--- src/rtl/mips32_pkg.sv ---
// rtl/mips32_pkg.sv - shared MIPS32 pipeline constants, type codes and fetch state encodings
// Purpose: common definitions imported by the fetch front end and neighbouring pipeline stages.
// Contents: default instruction address width, primary opcode constants,
//           pipeline instruction class codes, fetch FSM state encodings.
package mips32_pkg;

    localparam int ADDR_W_DEF = 10;

    localparam logic [5:0] OP_SPECIAL = 6'h00;
    localparam logic [5:0] OP_J       = 6'h02;
    localparam logic [5:0] OP_JAL     = 6'h03;
    localparam logic [5:0] OP_BEQ     = 6'h04;
    localparam logic [5:0] OP_BNE     = 6'h05;
    localparam logic [5:0] OP_ADDIU   = 6'h09;
    localparam logic [5:0] OP_LW      = 6'h23;
    localparam logic [5:0] OP_SW      = 6'h2B;

    typedef enum logic [2:0] {
        PT_ALU    = 3'd0,
        PT_LOAD   = 3'd1,
        PT_STORE  = 3'd2,
        PT_BRANCH = 3'd3,
        PT_JUMP   = 3'd4
    } pipe_type_e;

    typedef enum logic [1:0] {
        F_IDLE    = 2'd0,
        F_REQ     = 2'd1,
        F_WAIT    = 2'd2,
        F_DISCARD = 2'd3
    } fetch_state_e;

endpackage

--- src/rtl/mips32_fetch_queue_fetch_fifo.sv ---
// rtl/mips32_fetch_queue_fetch_fifo.sv - synchronous prefetch FIFO with dominant flush
// Purpose: DEPTH-entry FIFO holding fetched {instruction, next-pc} pairs.
// Ports:
//   clk1, rst_n      clock, asynchronous active-low reset
//   push, push_data  write one entry (ignored when full unless a pop frees a slot)
//   pop              remove head (ignored when empty)
//   flush            empty the FIFO; overrides push and pop in the same cycle
//   head             current head entry (contents undefined when count == 0)
//   count            occupancy, 0..DEPTH
module fetch_fifo #(
    parameter int DEPTH = 4,
    parameter int WIDTH = 42,
    localparam int PW = $clog2(DEPTH),
    localparam int CW = PW + 1
) (
    input  logic             clk1,
    input  logic             rst_n,
    input  logic             push,
    input  logic [WIDTH-1:0] push_data,
    input  logic             pop,
    input  logic             flush,
    output logic [WIDTH-1:0] head,
    output logic [CW-1:0]    count
);

    localparam logic [CW-1:0] FULL  = CW'(DEPTH);
    localparam logic [PW-1:0] P_ONE = PW'(1);
    localparam logic [CW-1:0] C_ONE = CW'(1);

    logic [WIDTH-1:0] mem [DEPTH];
    logic [PW-1:0]    wr_ptr;
    logic [PW-1:0]    rd_ptr;
    logic             do_push;
    logic             do_pop;

    assign do_pop  = pop && (count != '0);
    assign do_push = push && ((count != FULL) || do_pop);
    assign head    = mem[rd_ptr];

    always_ff @(posedge clk1 or negedge rst_n) begin
        if (!rst_n) begin
            wr_ptr <= '0;
            rd_ptr <= '0;
            count  <= '0;
        end else if (flush) begin
            wr_ptr <= '0;
            rd_ptr <= '0;
            count  <= '0;
        end else begin
            if (do_push) wr_ptr <= wr_ptr + P_ONE;
            if (do_pop)  rd_ptr <= rd_ptr + P_ONE;
            case ({do_push, do_pop})
                2'b10:   count <= count + C_ONE;
                2'b01:   count <= count - C_ONE;
                default: count <= count;
            endcase
        end
    end

    // Storage needs no reset: the top gates head with count != 0.
    always_ff @(posedge clk1) begin
        if (do_push && !flush) mem[wr_ptr] <= push_data;
    end

endmodule

--- src/rtl/mips32_fetch_queue.sv ---
// rtl/mips32_fetch_queue.sv - MIPS32 instruction fetch front end with prefetch queue
// Purpose: fetches word-addressed instructions from a variable-latency memory (one
//          outstanding transaction), buffers them, and hands {ir, npc} to decode.
// Ports:
//   clk1, rst_n                        clock, asynchronous active-low reset
//   imem_req/imem_addr/imem_gnt        request channel, request held until grant
//   imem_rvalid/imem_rdata             in-order read return
//   redirect_valid/redirect_pc         taken branch: flush and restart at target
//   halt                               level, blocks new requests only
//   if_valid/if_ready/if_ir/if_npc     queue head to decode
//   q_count                            queue occupancy
module mips32_fetch_queue
    import mips32_pkg::*;
#(
    parameter int               ADDR_W   = ADDR_W_DEF,
    parameter int               DEPTH    = 4,
    parameter logic [ADDR_W-1:0] RESET_PC = '0,
    localparam int CW = $clog2(DEPTH) + 1
) (
    input  logic              clk1,
    input  logic              rst_n,
    output logic              imem_req,
    output logic [ADDR_W-1:0] imem_addr,
    input  logic              imem_gnt,
    input  logic              imem_rvalid,
    input  logic [31:0]       imem_rdata,
    input  logic              redirect_valid,
    input  logic [ADDR_W-1:0] redirect_pc,
    input  logic              halt,
    output logic              if_valid,
    input  logic              if_ready,
    output logic [31:0]       if_ir,
    output logic [31:0]       if_npc,
    output logic [CW-1:0]     q_count
);

    localparam int               WIDTH   = 32 + ADDR_W;
    localparam logic [CW:0]      DEPTH_X = (CW + 1)'(DEPTH);
    localparam logic [ADDR_W-1:0] A_ONE  = ADDR_W'(1);

    fetch_state_e      state, state_d;
    logic [ADDR_W-1:0] pc, pc_d;
    logic              push;
    logic              space;
    logic [CW:0]       occ;
    logic [WIDTH-1:0]  head;

    // The outstanding fetch already owns a slot, so it is counted before issuing.
    assign occ   = {1'b0, q_count} + {{CW{1'b0}}, (state == F_WAIT)};
    assign space = occ < DEPTH_X;

    assign imem_req  = (state == F_REQ);
    assign imem_addr = pc;
    assign if_valid  = (q_count != '0);
    assign if_ir     = if_valid ? head[WIDTH-1:ADDR_W] : 32'd0;
    assign if_npc    = if_valid ? {{(32-ADDR_W){1'b0}}, head[ADDR_W-1:0]} : 32'd0;

    always_comb begin
        state_d = state;
        pc_d    = pc;
        push    = 1'b0;
        case (state)
            F_IDLE:    if (!halt && space) state_d = F_REQ;
            F_REQ:     if (imem_gnt) begin
                           state_d = F_WAIT;
                           pc_d    = pc + A_ONE;
                       end
            F_WAIT:    if (imem_rvalid) begin
                           push    = 1'b1;
                           state_d = (space && !halt) ? F_REQ : F_IDLE;
                       end
            F_DISCARD: if (imem_rvalid) state_d = F_IDLE;
            default:   state_d = F_IDLE;
        endcase

        if (redirect_valid) begin
            pc_d = redirect_pc;
            push = 1'b0;
            case (state)
                F_IDLE:    state_d = F_IDLE;
                // A granted request still has data in flight that must be swallowed.
                // An ungranted one may be retargeted, or withdrawn when halted.
                F_REQ:     state_d = imem_gnt ? F_DISCARD : (halt ? F_IDLE : F_REQ);
                F_WAIT:    state_d = imem_rvalid ? F_IDLE : F_DISCARD;
                // A return arriving with the redirect completes the pending discard.
                F_DISCARD: state_d = imem_rvalid ? F_IDLE : F_DISCARD;
                default:   state_d = F_IDLE;
            endcase
        end
    end

    always_ff @(posedge clk1 or negedge rst_n) begin
        if (!rst_n) begin
            state <= F_IDLE;
            pc    <= RESET_PC;
        end else begin
            state <= state_d;
            pc    <= pc_d;
        end
    end

    // While waiting, pc already holds the fetched address + 1, i.e. the npc.
    fetch_fifo #(
        .DEPTH (DEPTH),
        .WIDTH (WIDTH)
    ) u_fifo (
        .clk1      (clk1),
        .rst_n     (rst_n),
        .push      (push),
        .push_data ({imem_rdata, pc}),
        .pop       (if_valid && if_ready),
        .flush     (redirect_valid),
        .head      (head),
        .count     (q_count)
    );

endmodule

--- config.mk ---
export PLATFORM = sky130hd
export DESIGN_NAME = mips32_fetch_queue
export DESIGN_NICKNAME = d
export VERILOG_FILES = /design/src/rtl/mips32_pkg.sv /design/src/rtl/mips32_fetch_queue_fetch_fifo.sv /design/src/rtl/mips32_fetch_queue.sv
export SDC_FILE = /design/constraint.sdc
export NUM_CORES = 1
export LEC_CHECK = 0
export CORE_MARGIN = 1
export CORE_UTILIZATION = 57
export DETAILED_ROUTE_END_ITERATION = 6
export GPL_TIMING_DRIVEN = 0
export PLACE_DENSITY = 0.85
export SYNTH_ARGS = -nofsm -noshare
export SYNTH_HDL_FRONTEND = slang
export SYNTH_SLANG_ARGS = --single-unit
--- constraint.sdc ---
create_clock -name clk1 -period 4.3 [get_ports clk1]
set_input_delay 0.86 -clock clk1 [delete_from_list [all_inputs] [get_ports clk1]]
set_output_delay 0.86 -clock clk1 [all_outputs]
set_load 0.02 [all_outputs]
==> results.sh <==
export IMPL_cts_hold_buf=0
export IMPL_synth_flop_cell="sky130_fd_sc_hd__edfxtp_1"
export IMPL_largest_family_of_logic_cells_by_synthesized_area="multiplexers"
export IMPL_first_global_vias=4437
export IMPL_power_ir_vdd_worst_mv=0.319
export IMPL_drv_max_cap_violation_count=0
export IMPL_crit_path_start="u_fifo.rd_ptr[1]"
export IMPL_path_depth_of_the_worst_reg2reg_path=5
export IMPL_reg2reg_setup_slack_ps=1740
export IMPL_run_status="finished, final reports clean"
export IMPL_wire_length_of_the_first_global_routing_pass_um=23000
export IMPL_p_leak_uw=0.00331
export IMPL_synth_yosys_warnings=0
export IMPL_arrival_time_reported_for_the_critical_path_endpoint_ps=2610
export IMPL_core_region_area_um2=13200
export IMPL_setup_worst_path_end="if_npc[8]"
export IMPL_detailedRoute_firstIterationViolations=306
export IMPL_cellPowerDensity_nw_per_um2=420
export IMPL_antenna_cells_inserted=0
export IMPL_drcViolationCount=0
export IMPL_wire_length_reported_by_the_detailed_router_um=14400
export IMPL_switching_share_pct=23.3
export IMPL_critical_path_peak_fanout=10
export IMPL_max_slew_margin_rel_pct=35.5
export IMPL_share_comb_of_total_power_pct=11.8
export IMPL_postRouteAntennaNets=0
export IMPL_finalWeightedCongestion=0.815
export IMPL_grt_util_all_layers_pct=22.3
export IMPL_setup_worst_path_end_class="output port"
export IMPL_cts_root_buffer_cell="sky130_fd_sc_hd__clkbuf_16"
export IMPL_die_footprint_um2=14000
export IMPL_detail_route_vias_per_cell=5.53
export IMPL_min_delay_path_class="reg2reg"
export IMPL_layout_filler_cells=776
export IMPL_boundaryPins=128
export IMPL_finalSetupViolations=0
export IMPL_grt_start_max_net_pins=26
export IMPL_layout_common_cells="sky130_fd_sc_hd__edfxtp_1, sky130_fd_sc_hd__clkdlybuf4s50_1, sky130_fd_sc_hd__mux4_2, sky130_fd_sc_hd__and2_1, sky130_fd_sc_hd__buf_4"
export IMPL_finalNetCount=624
export IMPL_cts_tree="yes"
export IMPL_startpoint_type="register"
export IMPL_layout_setup_ws_ps=832
export IMPL_achievable_frequency_ghz=0.288
export IMPL_post_synth_and_or_nand_nor_area_fraction_pct=7.37
export IMPL_drive_above_1_share_pct=20.3
export IMPL_avgSynthCellArea_um2=18.4
export IMPL_finalHoldViolCount=0
export IMPL_synth_enable_flop_cells=168
export IMPL_cp_required_ps=3440
export IMPL_cp_cell_sequence="buf_2 > clkbuf_1 > mux4_2 > and2_1 > clkdlybuf4s50_1"
export IMPL_die_height_um=118
export IMPL_period_needed_ps=3470
export IMPL_syn_area_um2=7710
export IMPL_power_share_sequential_pct=50.7
export IMPL_ys_seq_elements=187
export IMPL_syn_inst=420
export IMPL_die_x_um=118
export IMPL_vias=4195
export IMPL_grt_antenna_before_repair=0
export IMPL_initial_core_util_pct=58.4
export IMPL_final_min_period_over_clock_period_pct=80.7
export IMPL_worst_pin_slew_ps=965
export IMPL_detail_route_wl_per_cell_um=19.0
export IMPL_clk_latency_ps=420
export IMPL_fp_row_count=42
export IMPL_dp_final_hpwl_um=9500
export IMPL_r2r_start="state[0]"
export IMPL_clock_tree_htree_level_count=4
export IMPL_critPathMaxStageDelay_ps=550
export IMPL_synth_fa_ha_area_share_pct=1.07
export IMPL_dpl_cell_count=726
export IMPL_pint_uw=3140
export IMPL_drtPass1Iterations=4
export IMPL_cts_root_to_sink_buffers=2
export IMPL_criticalPathCategory="reg2out"
export IMPL_synth_xor_area_share_pct=1.25
export IMPL_clk_transition_reported_paths_ps=70
export IMPL_slew_viol_final=0
export IMPL_worstReg2RegEnd="u_fifo.mem[1][39]"
export IMPL_crit_path_top_delay_cell="sky130_fd_sc_hd__clkbuf_1"
export IMPL_fin_cells=758
export IMPL_synth_compound_gate_area_share_pct=2.00
export IMPL_clk_sink_count=187
export IMPL_switchingPower_uw=955
export IMPL_post_cts_resized=0
export IMPL_cts_made_buffers=17
export IMPL_synth_distinct_cells=41
export IMPL_setup_repair_after_global_routing_missed_its_margin="false"
export IMPL_finalClockSkew_ps=8.12
export IMPL_async_flop_share_pct=10.2
export IMPL_layout_area_overhead_vs_synth_pct=26.3
export IMPL_post_synth_mux_area_share_pct=13.0
export IMPL_layout_cells_most_common="sky130_fd_sc_hd__edfxtp_1"
export IMPL_port_buffer_count=105
export IMPL_synth_yosys_seq_area_share_pct=71.6
export IMPL_power_clock_fraction_pct=37.5
export IMPL_dpl_ws_ps=690
export IMPL_overflow=0
export IMPL_post_cts_setup_buffer_count=0
[Yosys cell counts (all sizes together), types with 5 or more instances]
| master | instances | area (um2) |
|---|---|---|
| o21ai | 9 | 45.0 |
| nor2 | 8 | 30.0 |
| nand3 | 12 | 60.1 |
| clkbuf | 12 | 45.0 |
| edfxtp | 168 | 5040 |
| xor2 | 7 | 61.3 |
| inv | 6 | 22.5 |
| ha | 5 | 62.6 |
| dfrtp | 19 | 475 |
| nand2 | 15 | 56.3 |
| buf | 30 | 215 |
| and2 | 46 | 288 |
| mux4 | 42 | 946 |
[how the worst min path moves through the flow]
stage / slack (ps) / depth (start not counted) / startpoint / to
finish: 630 / 0 / imem_addr[5] / u_fifo.mem[2][5]
global route: 650 / 2 / u_fifo.wr_ptr[1] / u_fifo.wr_ptr[1]
CTS: 630 / 0 / imem_addr[9] / u_fifo.mem[3][9]
detailed placement: 610 / 0 / imem_addr[9] / u_fifo.mem[1][9]
global placement: 580 / 0 / imem_addr[9] / u_fifo.mem[2][9]
floorplan: 560 / 0 / rst_n / imem_addr[0]
[per-stage QoR]
step	instance area, um2	TNS [ps]	util, %	power [uW]	hold slack, ps
global route	9740	0	73.8	4210	653
detailed placement	9150	0	69.4	2600	611
floorplan	7790	0	-	2380	564
global placement	9060	-23250	68.7	2570	583
finish	9740	0	73.8	4090	631
CTS	9740	0	73.8	4110	626
[logic make-up after synthesis]
logic type | count (synthesis)
compound gates | 23
other cells | 1
buf+inv | 48
fa+ha+maj | 6
simple gates | 97
flops | 187
mux | 47
xor+xnor | 11
[sequential cells by signal, summed over array words and instances, names as in the netlist]
signal         cells
u_fifo.mem       168
u_fifo.rd_ptr      2
u_fifo.count       3
imem_addr         10
state              2
u_fifo.wr_ptr      2
[routing by layer]
metal	up-vias	GRT usage [%]	part of all wire, %
li1	1891	-	-
met1	2143	27.8	41
met2	143	39.0	53
met3	18	5.02	4.7
met4	0	6.65	1.2
met5	-	0	0
[power by group through the flow]
stage | registers (uW) | logic (uW) | clock network [uW]
floorplan | 2120 | 260 | 0
global placement | 2110 | 464 | 0
detailed placement | 2110 | 484 | 0
CTS | 2070 | 487 | 1550
global route | 2080 | 517 | 1620
finish | 2080 | 482 | 1540
[final cells by class]
class | count | area, um2 | area share, %
inverters | 6 | 22.5 | 0.231
well taps | 176 | 220 | 2.26
clock inverters | 15 | 161 | 1.66
plain buffers | 42 | 260 | 2.67
flip-flops and latches | 187 | 5520 | 56.7
repair buffers | 109 | 1140 | 11.7
multi-input cells | 206 | 1990 | 20.4
clock buffers | 17 | 425 | 4.37
[worst max-delay path: cells and delay by family, from the launching register on]
family / cells / cell delay (ps)
buffers and inverters: 3 / 1280
flip-flops: 1 / 310
multiplexers: 1 / 420
AND/OR/NAND/NOR: 1 / 190
Power figures use the tool's default switching activity.
